<file path="src/rtl/uart_pkg.sv">
// Shared definitions for the UART receive/transmit path: FSM state
// encoding, byte width and the bit-period helper.
package uart_pkg;

  localparam int BYTE_W = 8;

  typedef enum logic [2:0] {
    S_IDLE      = 3'd0,
    S_START     = 3'd1,
    S_DATA      = 3'd2,
    S_STOP      = 3'd3,
    S_WAIT_IDLE = 3'd4,
    S_PARITY    = 3'd5
  } rx_state_e;

  // Clocks per serial bit, integer division (caller guarantees >= 4).
  function automatic int clks_per_bit(input int clk_hz, input int baud);
    return clk_hz / baud;
  endfunction

endpackage

</file>
<file path="src/rtl/sync_fifo.sv">
// Synchronous first-word-fall-through FIFO. Pointers carry an extra wrap
// bit so full/empty fall out of the pointer difference. A push on a full
// FIFO is accepted only when a pop retires the head in the same cycle.
module sync_fifo #(
  parameter int DEPTH = 16,
  parameter int WIDTH = 8
) (
  input  logic             clock,
  input  logic             reset_n,
  input  logic             push,
  input  logic             pop,
  input  logic [WIDTH-1:0] wdata,
  output logic [WIDTH-1:0] rdata,
  output logic             empty,
  output logic             full
);

  localparam int AW = (DEPTH > 1) ? $clog2(DEPTH) : 1;
  localparam logic [AW:0] DEPTH_C = (AW+1)'(DEPTH);

  logic [DEPTH-1:0][WIDTH-1:0] mem_q, mem_d;
  logic [AW:0] wr_q, wr_d, rd_q, rd_d, cnt_d;
  logic        empty_q, empty_d, full_q, full_d;
  logic        do_push, do_pop;

  assign do_pop  = pop & ~empty_q;
  assign do_push = push & (~full_q | do_pop);

  // Pointer/memory update; flags come from the post-update occupancy.
  always_comb begin
    mem_d = mem_q;
    wr_d  = wr_q;
    rd_d  = rd_q;
    if (do_push) begin
      mem_d[wr_q[AW-1:0]] = wdata;
      wr_d = wr_q + {{AW{1'b0}}, 1'b1};
    end
    if (do_pop)
      rd_d = rd_q + {{AW{1'b0}}, 1'b1};
    cnt_d   = wr_d - rd_d;
    empty_d = (cnt_d == '0);
    full_d  = (cnt_d == DEPTH_C);
  end

  // FIFO state registers.
  always_ff @(posedge clock or negedge reset_n) begin
    if (!reset_n) begin
      mem_q   <= '0;
      wr_q    <= '0;
      rd_q    <= '0;
      empty_q <= 1'b1;
      full_q  <= 1'b0;
    end else begin
      mem_q   <= mem_d;
      wr_q    <= wr_d;
      rd_q    <= rd_d;
      empty_q <= empty_d;
      full_q  <= full_d;
    end
  end

  assign rdata = mem_q[rd_q[AW-1:0]];
  assign empty = empty_q;
  assign full  = full_q;

endmodule

</file>
<file path="src/rtl/uart_rx_fifo.sv">
// UART receiver (8N1, LSB first) feeding a FWFT byte FIFO, with sticky
// framing and overrun flags. Defining UART_RX_PARITY_EN switches framing
// to 8E1 and adds a sticky parity_err output; bad-parity bytes are still
// delivered.
module uart_rx_fifo
  import uart_pkg::*;
#(
  parameter int CLK_HZ = 50000000,
  parameter int BAUD   = 115200,
  parameter int DEPTH  = 16
) (
  input  logic              clock,
  input  logic              reset_n,
  input  logic              rx,
  output logic [BYTE_W-1:0] SerialData_out,
  output logic              SerialEmpty,
  output logic              SerialFull,
  input  logic              SerialRead,
  input  logic              err_clr,
  output logic              frame_err,
  output logic              overrun
`ifdef UART_RX_PARITY_EN
  ,
  output logic              parity_err
`endif
);

  localparam int CPB = clks_per_bit(CLK_HZ, BAUD);
  localparam int TW  = $clog2(CPB);
  localparam logic [TW-1:0] HALF_M1 = TW'(CPB/2 - 1);
  localparam logic [TW-1:0] FULL_M1 = TW'(CPB - 1);

  rx_state_e         state_q, state_d;
  logic [TW-1:0]     timer_q, timer_d;
  logic [2:0]        idx_q, idx_d;
  logic [BYTE_W-1:0] data_q, data_d;
  logic              push_q, push_d;
  logic [1:0]        sync_q, sync_d;
  logic              frame_err_q, frame_err_d;
  logic              overrun_q, overrun_d;
  logic              frame_set, overrun_set;
  logic              rx_s, tick_half, tick_full;
`ifdef UART_RX_PARITY_EN
  logic              parity_err_q, parity_err_d, parity_set;
`endif

  assign rx_s      = sync_q[1];
  assign tick_half = (timer_q == HALF_M1);
  assign tick_full = (timer_q == FULL_M1);

  // Two-flop synchroniser on the asynchronous line.
  always_comb sync_d = {sync_q[0], rx};

  // State and datapath registers; reset abandons any frame in flight.
  always_ff @(posedge clock or negedge reset_n) begin
    if (!reset_n) begin
      state_q     <= S_IDLE;
      timer_q     <= '0;
      idx_q       <= '0;
      data_q      <= '0;
      push_q      <= 1'b0;
      sync_q      <= 2'b11;
      frame_err_q <= 1'b0;
      overrun_q   <= 1'b0;
`ifdef UART_RX_PARITY_EN
      parity_err_q <= 1'b0;
`endif
    end else begin
      state_q     <= state_d;
      timer_q     <= timer_d;
      idx_q       <= idx_d;
      data_q      <= data_d;
      push_q      <= push_d;
      sync_q      <= sync_d;
      frame_err_q <= frame_err_d;
      overrun_q   <= overrun_d;
`ifdef UART_RX_PARITY_EN
      parity_err_q <= parity_err_d;
`endif
    end
  end

  // Next-state: start is re-checked at mid-bit, stop is sampled one bit after bit 7 (or parity).
  always_comb begin
    state_d = state_q;
    case (state_q)
      S_IDLE:      if (!rx_s) state_d = S_START;
      S_START:     if (tick_half) state_d = rx_s ? S_IDLE : S_DATA;
`ifdef UART_RX_PARITY_EN
      S_DATA:      if (tick_full && idx_q == 3'd7) state_d = S_PARITY;
      S_PARITY:    if (tick_full) state_d = S_STOP;
`else
      S_DATA:      if (tick_full && idx_q == 3'd7) state_d = S_STOP;
`endif
      S_STOP:      if (tick_full) state_d = rx_s ? S_IDLE : S_WAIT_IDLE;
      S_WAIT_IDLE: if (rx_s) state_d = S_IDLE;
      default:     state_d = S_IDLE;
    endcase
  end

  // Per-state outputs: bit timer, data capture, push request and error strobes.
  always_comb begin
    timer_d   = timer_q + TW'(1);
    idx_d     = idx_q;
    data_d    = data_q;
    push_d    = 1'b0;
    frame_set = 1'b0;
`ifdef UART_RX_PARITY_EN
    parity_set = 1'b0;
`endif
    case (state_q)
      S_START: if (tick_half) begin
        timer_d = '0;
        idx_d   = '0;
      end
      S_DATA: if (tick_full) begin
        timer_d        = '0;
        data_d[idx_q]  = rx_s;
        idx_d          = idx_q + 3'd1;
      end
`ifdef UART_RX_PARITY_EN
      S_PARITY: if (tick_full) begin
        timer_d    = '0;
        parity_set = (rx_s != ^data_q);
      end
`endif
      S_STOP: if (tick_full) begin
        timer_d   = '0;
        push_d    = rx_s;
        frame_set = ~rx_s;
      end
      default: timer_d = '0;
    endcase
  end

  // Sticky error flags; a set event beats a simultaneous clear.
  always_comb begin
    overrun_set = push_q & SerialFull & ~(SerialRead & ~SerialEmpty);
    frame_err_d = frame_set   | (frame_err_q & ~err_clr);
    overrun_d   = overrun_set | (overrun_q & ~err_clr);
`ifdef UART_RX_PARITY_EN
    parity_err_d = parity_set | (parity_err_q & ~err_clr);
`endif
  end

  sync_fifo #(
    .DEPTH(DEPTH),
    .WIDTH(BYTE_W)
  ) u_fifo (
    .clock  (clock),
    .reset_n(reset_n),
    .push   (push_q),
    .pop    (SerialRead),
    .wdata  (data_q),
    .rdata  (SerialData_out),
    .empty  (SerialEmpty),
    .full   (SerialFull)
  );

  assign frame_err = frame_err_q;
  assign overrun   = overrun_q;
`ifdef UART_RX_PARITY_EN
  assign parity_err = parity_err_q;
`endif

endmodule

</file>
<file path="config.mk">
export PLATFORM = sky130hd
export DESIGN_NAME = uart_rx_fifo
export DESIGN_NICKNAME = d
export VERILOG_FILES = /design/src/rtl/uart_pkg.sv /design/src/rtl/sync_fifo.sv /design/src/rtl/uart_rx_fifo.sv
export SDC_FILE = /design/constraint.sdc
export NUM_CORES = 1
export LEC_CHECK = 0
export ABC_AREA = 1
export CAP_MARGIN = 20
export CORE_UTILIZATION = 40
export CTS_BUF_LIST = sky130_fd_sc_hd__clkbuf_16
export DETAILED_ROUTE_END_ITERATION = 8
export PLACE_DENSITY = 0.56
export SYNTH_ARGS = -nofsm -noshare
export SYNTH_HDL_FRONTEND = slang
export SYNTH_SLANG_ARGS = --single-unit
</file>
<file path="constraint.sdc">
create_clock -name clock -period 4.7 [get_ports clock]
set_clock_uncertainty 0.1 [all_clocks]
set_input_delay 1.175 -clock clock [delete_from_list [all_inputs] [get_ports clock]]
set_output_delay 1.175 -clock clock [all_outputs]
set_load 0.02 [all_outputs]
</file>
==> impl_metrics.py, run 1 <==
metrics = {
    "synth": {
        "syn_inst": 913,
        "synth_nets": 932,
        "ys_ff_latch": 168,
        "async_reset_ff_frac": 1.00,
        "yosysWarnings": 0,
        "synth_cell_types": 34,
        "syn-cell-area_sq_mm": 0.00791,
        "synth_edf_count": 0,
        "synthFlopType": "dfrtp_1",
        "synth.avg_cell_area_sq_um": 8.67,
        "synth-seq-area-share": 0.532,
    },
    "timing": {
        "tightest_slew_ps": 863,
        "tns_ps": 0,
        "max_freq_mhz": 248,
        "hold_viol_final": 0,
        "final_max_slew_viol_count": 0,
        "setup_viol": 0,
        "max_slew_margin": 0.425,
        "rsz0062_at_grt": "false",
        "fin_crit_sh": 0.858,
        "period_minus_slack_ps": 4030,
    },
    "grt": {
        "grt_max_degree": 89,
        "grt_pass1_vias": 5884,
        "antenna_found_initial": 0,
        "grt_overflow": 0,
        "grt_pass1_wl_microns": 32300,
        "grt_use_total": 0.210,
    },
    "power": {
        "seqPwrFrac": 0.353,
        "p_int_uw": 2760,
        "swShare": 0.360,
        "comb_power_share": 0.341,
        "peakVddDrop_mv": 0.347,
        "power_density_mw_per_mm2": 492,
        "clock_power_share": 0.307,
        "leakage_uw": 0.00381,
        "power_switching_uw": 1550,
        "power_uw": 4310,
    },
    "clock_network": {
        "cts_tree": "done",
        "root_buffer": "clkbuf_16",
        "clkSlewWorstSetupHoldPaths_ps": 60,
        "ctsResizeCount": 0,
        "ctsHoldBuffers": 0,
        "insertion_delay_ps": 430,
        "htreeDepth": 4,
        "cts.sinks": 168,
        "cts_buffer_depth": 2,
        "post_cts_buffers": 0,
        "cts_made_buffers": 17,
    },
    "place": {
        "dp_hpwl_microns": 12200,
        "postPlaceCellArea_sq_mm": 0.00822,
        "port_buffers": 16,
        "gp_congestion": 0.740,
    },
    "layout": {
        "final_cell_area_sq_mm": 0.00877,
        "drive_gt1_frac": 0.0566,
        "area_delta_synth_final_pct": 10.8,
        "final_core_util": 0.452,
        "n_antenna_cell": 0,
        "nets": 925,
    },
    "critical_path": {
        "crit_path_end_kind": "output port",
        "critPathMaxFanout": 65,
        "critPathLaunchType": "register",
        "slowest_delay_ps": 610,
        "rrSetupSlack_ps": 1870,
        "worst_r2r_path_depth": 12,
        "reg2reg_to": "u_fifo.full$_DFF_PN0_",
        "r2r_start": "u_fifo.rd_q[1]$_DFF_PN0_",
        "worstPathCellList": "buf_4 > nor2_1 > nor2_1 > o21ai_0 > o211ai_1 > nand3_1 > nand3_1 > clkdlybuf4s50_1",
        "path_class": "register to output port",
        "worstPathRequired_ps": 3420,
        "crit_start": "u_fifo.rd_q[0]$_DFF_PN0_",
        "cp_slowest_cell": "clkdlybuf4s50_1",
        "crit_path_end": "SerialData_out[3]",
        "crit_arrival_ps": 2760,
    },
    "floorplanning": {
        "pin_count": 17,
        "rows": 51,
        "fp.dieH_microns": 143,
        "core_region_area_sq_mm": 0.0194,
        "die-area_sq_mm": 0.0203,
        "initial_core_util": 0.408,
        "die_w_microns": 143,
    },
    "routing": {
        "drcViolationCount": 0,
        "vias_per_cell": 5.20,
        "drtAntennaViolNets": 0,
        "num_vias": 6149,
        "dr.pass1.iters": 4,
        "drt-total-wl_microns": 19700,
        "wire_per_inst_microns": 16.6,
        "drt_iter0_markers": 560,
    },
    "status": {
        "outcome": "finished clean",
    },
    "job": {
        "max_cap_violations": 0,
    },
    "hold_path": {
        "hp-class": "register to register",
    },
}
[placed cells by master (no fill, tap or decap), types with 5 or more instances in the layout]
master           Yosys  final
buf_4                2      7
clkbuf_16            0     17
clkdlybuf4s50_1      0     15
clkinv_1             4      6
dfrtp_1            165    164
ha_1                14     14
inv_1               44     47
nand2_1            197    197
nand3_1             43     43
nand4_1             11     11
nand4_4              6      6
nor2_1             101    101
o211ai_1            11     11
o21ai_0            207    207
o221ai_1             5      5
o22ai_1             18     18
xor2_1              11     11
[synth_stat cells (5+ instances only)]
library cell	count	area (sq um)
xor2_1	11	96.3
nand2_1	197	739
nand3_1	43	215
nand4_4	6	128
nor2_1	101	379
buf_2	13	65.1
dfrtp_1	165	4130
inv_1	44	165
buf_6	7	78.8
nand4_1	11	68.8
o21ai_0	207	1040
o211ai_1	11	82.6
o221ai_1	5	43.8
clkbuf_1	26	97.6
o22ai_1	18	113
ha_1	14	175
[registers in the layout, indices dropped and copies added, names as in the netlist]
name          flops
state_q           3
timer_q           9
idx_q             3
push_q            1
sync_q            2
u_fifo.empty      1
overrun           1
u_fifo.full       1
u_fifo.mem_q    128
frame_err         1
u_fifo.rd_q       5
data_q            8
u_fifo.wr_q       5
[area by class of cell]
cell class | count | area, sq um
Clock buffer | 17 | 425
Multi-Input combinational cell | 646 | 3250
Inverter | 48 | 180
Timing Repair Buffer | 25 | 254
Fill cell | 1941 | 10600
Sequential cell | 168 | 4210
Tap cell | 265 | 332
Clock inverter | 14 | 120
[power by group through the flow]
| stage | Combinational [uW] | Sequential, uW | Clock (uW) |
|---|---|---|---|
| global route | 1630 | 1530 | 1410 |
| finish | 1470 | 1520 | 1320 |
| global placement | 1480 | 1550 | 0 |
| detailed placement | 1470 | 1550 | 0 |
| CTS | 1480 | 1520 | 1360 |
| floorplan | 958 | 1530 | 0 |
[how the worst min path moves through the flow]
stage | slack [ps] | from | cells after the start | end
2_1_floorplan | 250 | sync_q[0]$_DFF_PN1_ | 0 | sync_q[1]$_DFF_PN1_
3_3_place_gp | 250 | sync_q[0]$_DFF_PN1_ | 0 | sync_q[1]$_DFF_PN1_
3_5_place_dp | 250 | sync_q[0]$_DFF_PN1_ | 0 | sync_q[1]$_DFF_PN1_
4_1_cts | 260 | sync_q[0]$_DFF_PN1_ | 0 | sync_q[1]$_DFF_PN1_
5_1_grt | 260 | sync_q[0]$_DFF_PN1_ | 0 | sync_q[1]$_DFF_PN1_
6_report | 260 | sync_q[0]$_DFF_PN1_ | 0 | sync_q[1]$_DFF_PN1_
[layer usage]
layer,routed length [microns],vias to the layer above,track usage
met5,0,-,0
met2,9180,104,0.334
met1,9410,2981,0.294
met4,312,0,0.0696
li1,-,3043,-
met3,744,21,0.0312
[stage by stage]
stage,setup WS (ps),hold WS [ps],std cells
2_1_floorplan,1810,245,913
3_3_place_gp,920,246,1152
3_5_place_dp,804,247,1152
4_1_cts,626,257,1183
5_1_grt,481,259,1183
6_report,666,256,1183
[worst max-delay path: cells and delay by family (launching register included)]
| family | cells | cell delay [ps] |
|---|---|---|
| AO/OA/AOI/OAI | 2 | 300 |
| buffers and inverters | 2 | 1160 |
| flip-flops | 1 | 360 |
| AND/OR/NAND/NOR | 4 | 510 |
[cell families (layout without fill, tap and decap cells)]
logic type	after synthesis	in the layout	share of synthesized area
AO/OA/AOI/OAI	249	249	0.168
AND/OR/NAND/NOR	370	370	0.205
XOR/XNOR	13	13	0.0144
flip-flops	168	168	0.532
adder cells (fa/ha/maj)	14	14	0.0221
buffers and inverters	99	104	0.0579
Power figures use the tool's default switching activity.
==> inputs of run 2 (changes only) <==
--- a/config.mk
+++ b/config.mk
@@ -10,7 +10,8 @@
 export CORE_UTILIZATION = 40
 export CTS_BUF_LIST = sky130_fd_sc_hd__clkbuf_16
 export DETAILED_ROUTE_END_ITERATION = 8
-export PLACE_DENSITY = 0.56
+export PLACE_DENSITY = 0.58
+export SLEW_MARGIN = 20
 export SYNTH_ARGS = -nofsm -noshare
 export SYNTH_HDL_FRONTEND = slang
 export SYNTH_SLANG_ARGS = --single-unit
==> constraint.sdc (replaced) <==
create_clock -name clock -period 3.45 [get_ports clock]
set_clock_uncertainty 0.1 [all_clocks]
set_input_delay 0.8625 -clock clock [delete_from_list [all_inputs] [get_ports clock]]
set_output_delay 0.8625 -clock clock [all_outputs]
set_load 0.02 [all_outputs]
==> impl_metrics.py, run 2 (synthesis gave the netlist of run 1 again) <==
metrics = {
    "place": {
        "preCtsSetupSlack_ps": 284,
        "dp_hpwl_microns": 12600,
        "port_buffers": 16,
        "gp_congestion": 0.774,
    },
    "layout": {
        "nets": 944,
        "reg_top3": "u_fifo.mem_q x128, timer_q x9, data_q x8",
        "area_delta_synth_final_pct": 13.6,
        "layout_common_cells": "o21ai_0 (207), nand2_1 (197), dfrtp_1 (164)",
        "drive_gt1_frac": 0.0800,
        "layout_commonest_cell": "o21ai_0",
        "final_core_util": 0.463,
        "regMostFlops": "u_fifo.mem_q",
        "largest_register_ff_count": 128,
        "n_antenna_cell": 0,
    },
    "timing": {
        "max_freq_mhz": 296,
        "holdWs_ps": 261,
        "period_minus_slack_ps": 3370,
        "tightest_slew_ps": 660,
        "tns_ps": 0,
        "max_slew_margin": 0.559,
        "fin_crit_sh": 0.978,
        "hold_viol_final": 0,
        "setup_ws_ps": 76.8,
        "final_max_slew_viol_count": 0,
        "setup_viol": 0,
    },
    "critical_path": {
        "worstPathCellList": "inv_2 > buf_6 > o21ai_0 > o221ai_1 > nand3_1 > nand3_1 > clkdlybuf4s50_1",
        "critPathMaxFanout": 23,
        "path_class": "register to output port",
        "slowest_delay_ps": 600,
        "crit_buf_inv": 3,
        "critical-path-top-delay-family": "buffers and inverters",
        "crit_path_end_kind": "output port",
        "worstPathRequired_ps": 2490,
        "cp_common_cell": "nand3_1",
        "cp_slowest_cell": "clkdlybuf4s50_1",
        "crit_arrival_ps": 2410,
        "critPathLaunchType": "register",
    },
    "routing": {
        "dr.pass1.iters": 5,
        "drtAntennaViolNets": 0,
        "vias_per_cell": 5.15,
        "drt-total-wl_microns": 19600,
        "wire_per_inst_microns": 16.3,
        "drcViolationCount": 0,
        "num_vias": 6197,
        "drt_iter0_markers": 502,
    },
    "clock_network": {
        "cts_made_buffers": 17,
        "insertion_delay_ps": 430,
        "clkSlewWorstSetupHoldPaths_ps": 60,
        "root_buffer": "clkbuf_16",
        "cts.sinks": 168,
        "ctsHoldBuffers": 0,
        "cts_tree": "done",
        "cts_buffer_depth": 2,
        "htreeDepth": 4,
    },
    "floorplanning": {
        "die_w_microns": 143,
        "die-area_sq_mm": 0.0203,
        "rows": 51,
        "pin_count": 17,
        "fp.dieH_microns": 143,
        "initial_core_util": 0.408,
        "core_region_area_sq_mm": 0.0194,
    },
    "grt": {
        "grt_pass1_vias": 6077,
        "antenna_found_initial": 0,
        "grt_use_total": 0.214,
        "grt_max_degree": 53,
        "grt_overflow": 0,
        "grt_pass1_wl_microns": 32900,
    },
    "job": {
        "max_cap_violations": 0,
    },
    "status": {
        "outcome": "finished clean",
    },
    "power": {
        "leakage_uw": 0.00397,
        "power_density_mw_per_mm2": 678,
        "peakVddDrop_mv": 0.376,
    },
    "hold_path": {
        "hp-class": "register to register",
    },
}
==> run 2: cell types whose count changed in the layout (fill, tap and decap cells not counted), sizes merged <==
cell	change
buf	+19
inv	-1
clkinvlp	-1
clkinv	+2
bufinv	+1
clkdlybuf4s50	-4
dlymetal6s2s	+4
==> run 2: path summary, 6_finish.rpt <==
check / endpoint / slack [ps] / from / cells after the start
setup reg to reg: u_fifo.full$_DFF_PN0_ / 990 / u_fifo.rd_q[0]$_DFF_PN0_ / 12
setup / recovery: SerialData_out[5] / 80 / u_fifo.rd_q[0]$_DFF_PN0_ / 7
min in group asynchronous: u_fifo.rd_q[4]$_DFF_PN0_ / 270 / reset_n / 1
hold / removal: sync_q[1]$_DFF_PN1_ / 260 / sync_q[0]$_DFF_PN1_ / 0
max in group asynchronous: u_fifo.mem_q[7]$_DFFE_PN0P_ / 2120 / reset_n / 2
hold reg to reg: sync_q[1]$_DFF_PN1_ / 260 / sync_q[0]$_DFF_PN1_ / 0
==> run 2: what timing repair did <==
| action | in CTS | in global routing |
|---|---|---|
| pin swaps | 0 | 0 |
| gates resized for setup | 1 | 15 |
| endpoints found under the setup margin | 2 | 8 |
| buffers inserted | 0 | 0 |
==> run 2: where the power goes <==
| part | switching, uW | internal [uW] | leakage [uW] |
|---|---|---|---|
| sequential | 43.8 | 2020 | 0.00229 |
| clock | 799 | 1130 | 0.000293 |
| combinational | 1330 | 774 | 0.00138 |
| total | 2180 | 3920 | 0.00397 |
==> run 2: worst register-to-register path: stages, from the launching register on <==
cell and delay (ps):
dfrtp_2 430, buf_6 190, ha_1 310, o21ai_0 330, ha_1 220, inv_1 40
o21bai_1 240, nand3_1 120, nand2_1 120, inv_1 70, nand3_1 80, nand2_1 50
nor2_1 90
==> run 2: per-stage QoR <==
| step | power (uW) | cells | instance area, sq um |
|---|---|---|---|
| 5_1_grt | 6460 | 1203 | 8990 |
| 3_3_place_gp | 4150 | 1171 | 8350 |
| 6_report | 6090 | 1203 | 8990 |
| 3_5_place_dp | 4150 | 1171 | 8350 |
| 4_1_cts | 6100 | 1203 | 8940 |
| 2_1_floorplan | 3390 | 913 | 7910 |
==> run 2: area by class of cell <==
class                   count  area, sq um
clock buffers              17          425
clock inverters            15          161
fillers                  1928        10400
inverters                  48          184
multi-input cells         646         3250
flip-flops and latches    168         4210
well taps                 265          332
repair buffers             44          433
==> run 2: metal layers <==
layer / part of all wire / GRT usage / vias up
met2: 0.47 / 0.347 / 126
met3: 0.038 / 0.0446 / 16
met4: 0.014 / 0.0566 / 0
met5: 0 / 0 / -
met1: 0.47 / 0.292 / 2981
li1: - / - / 3074
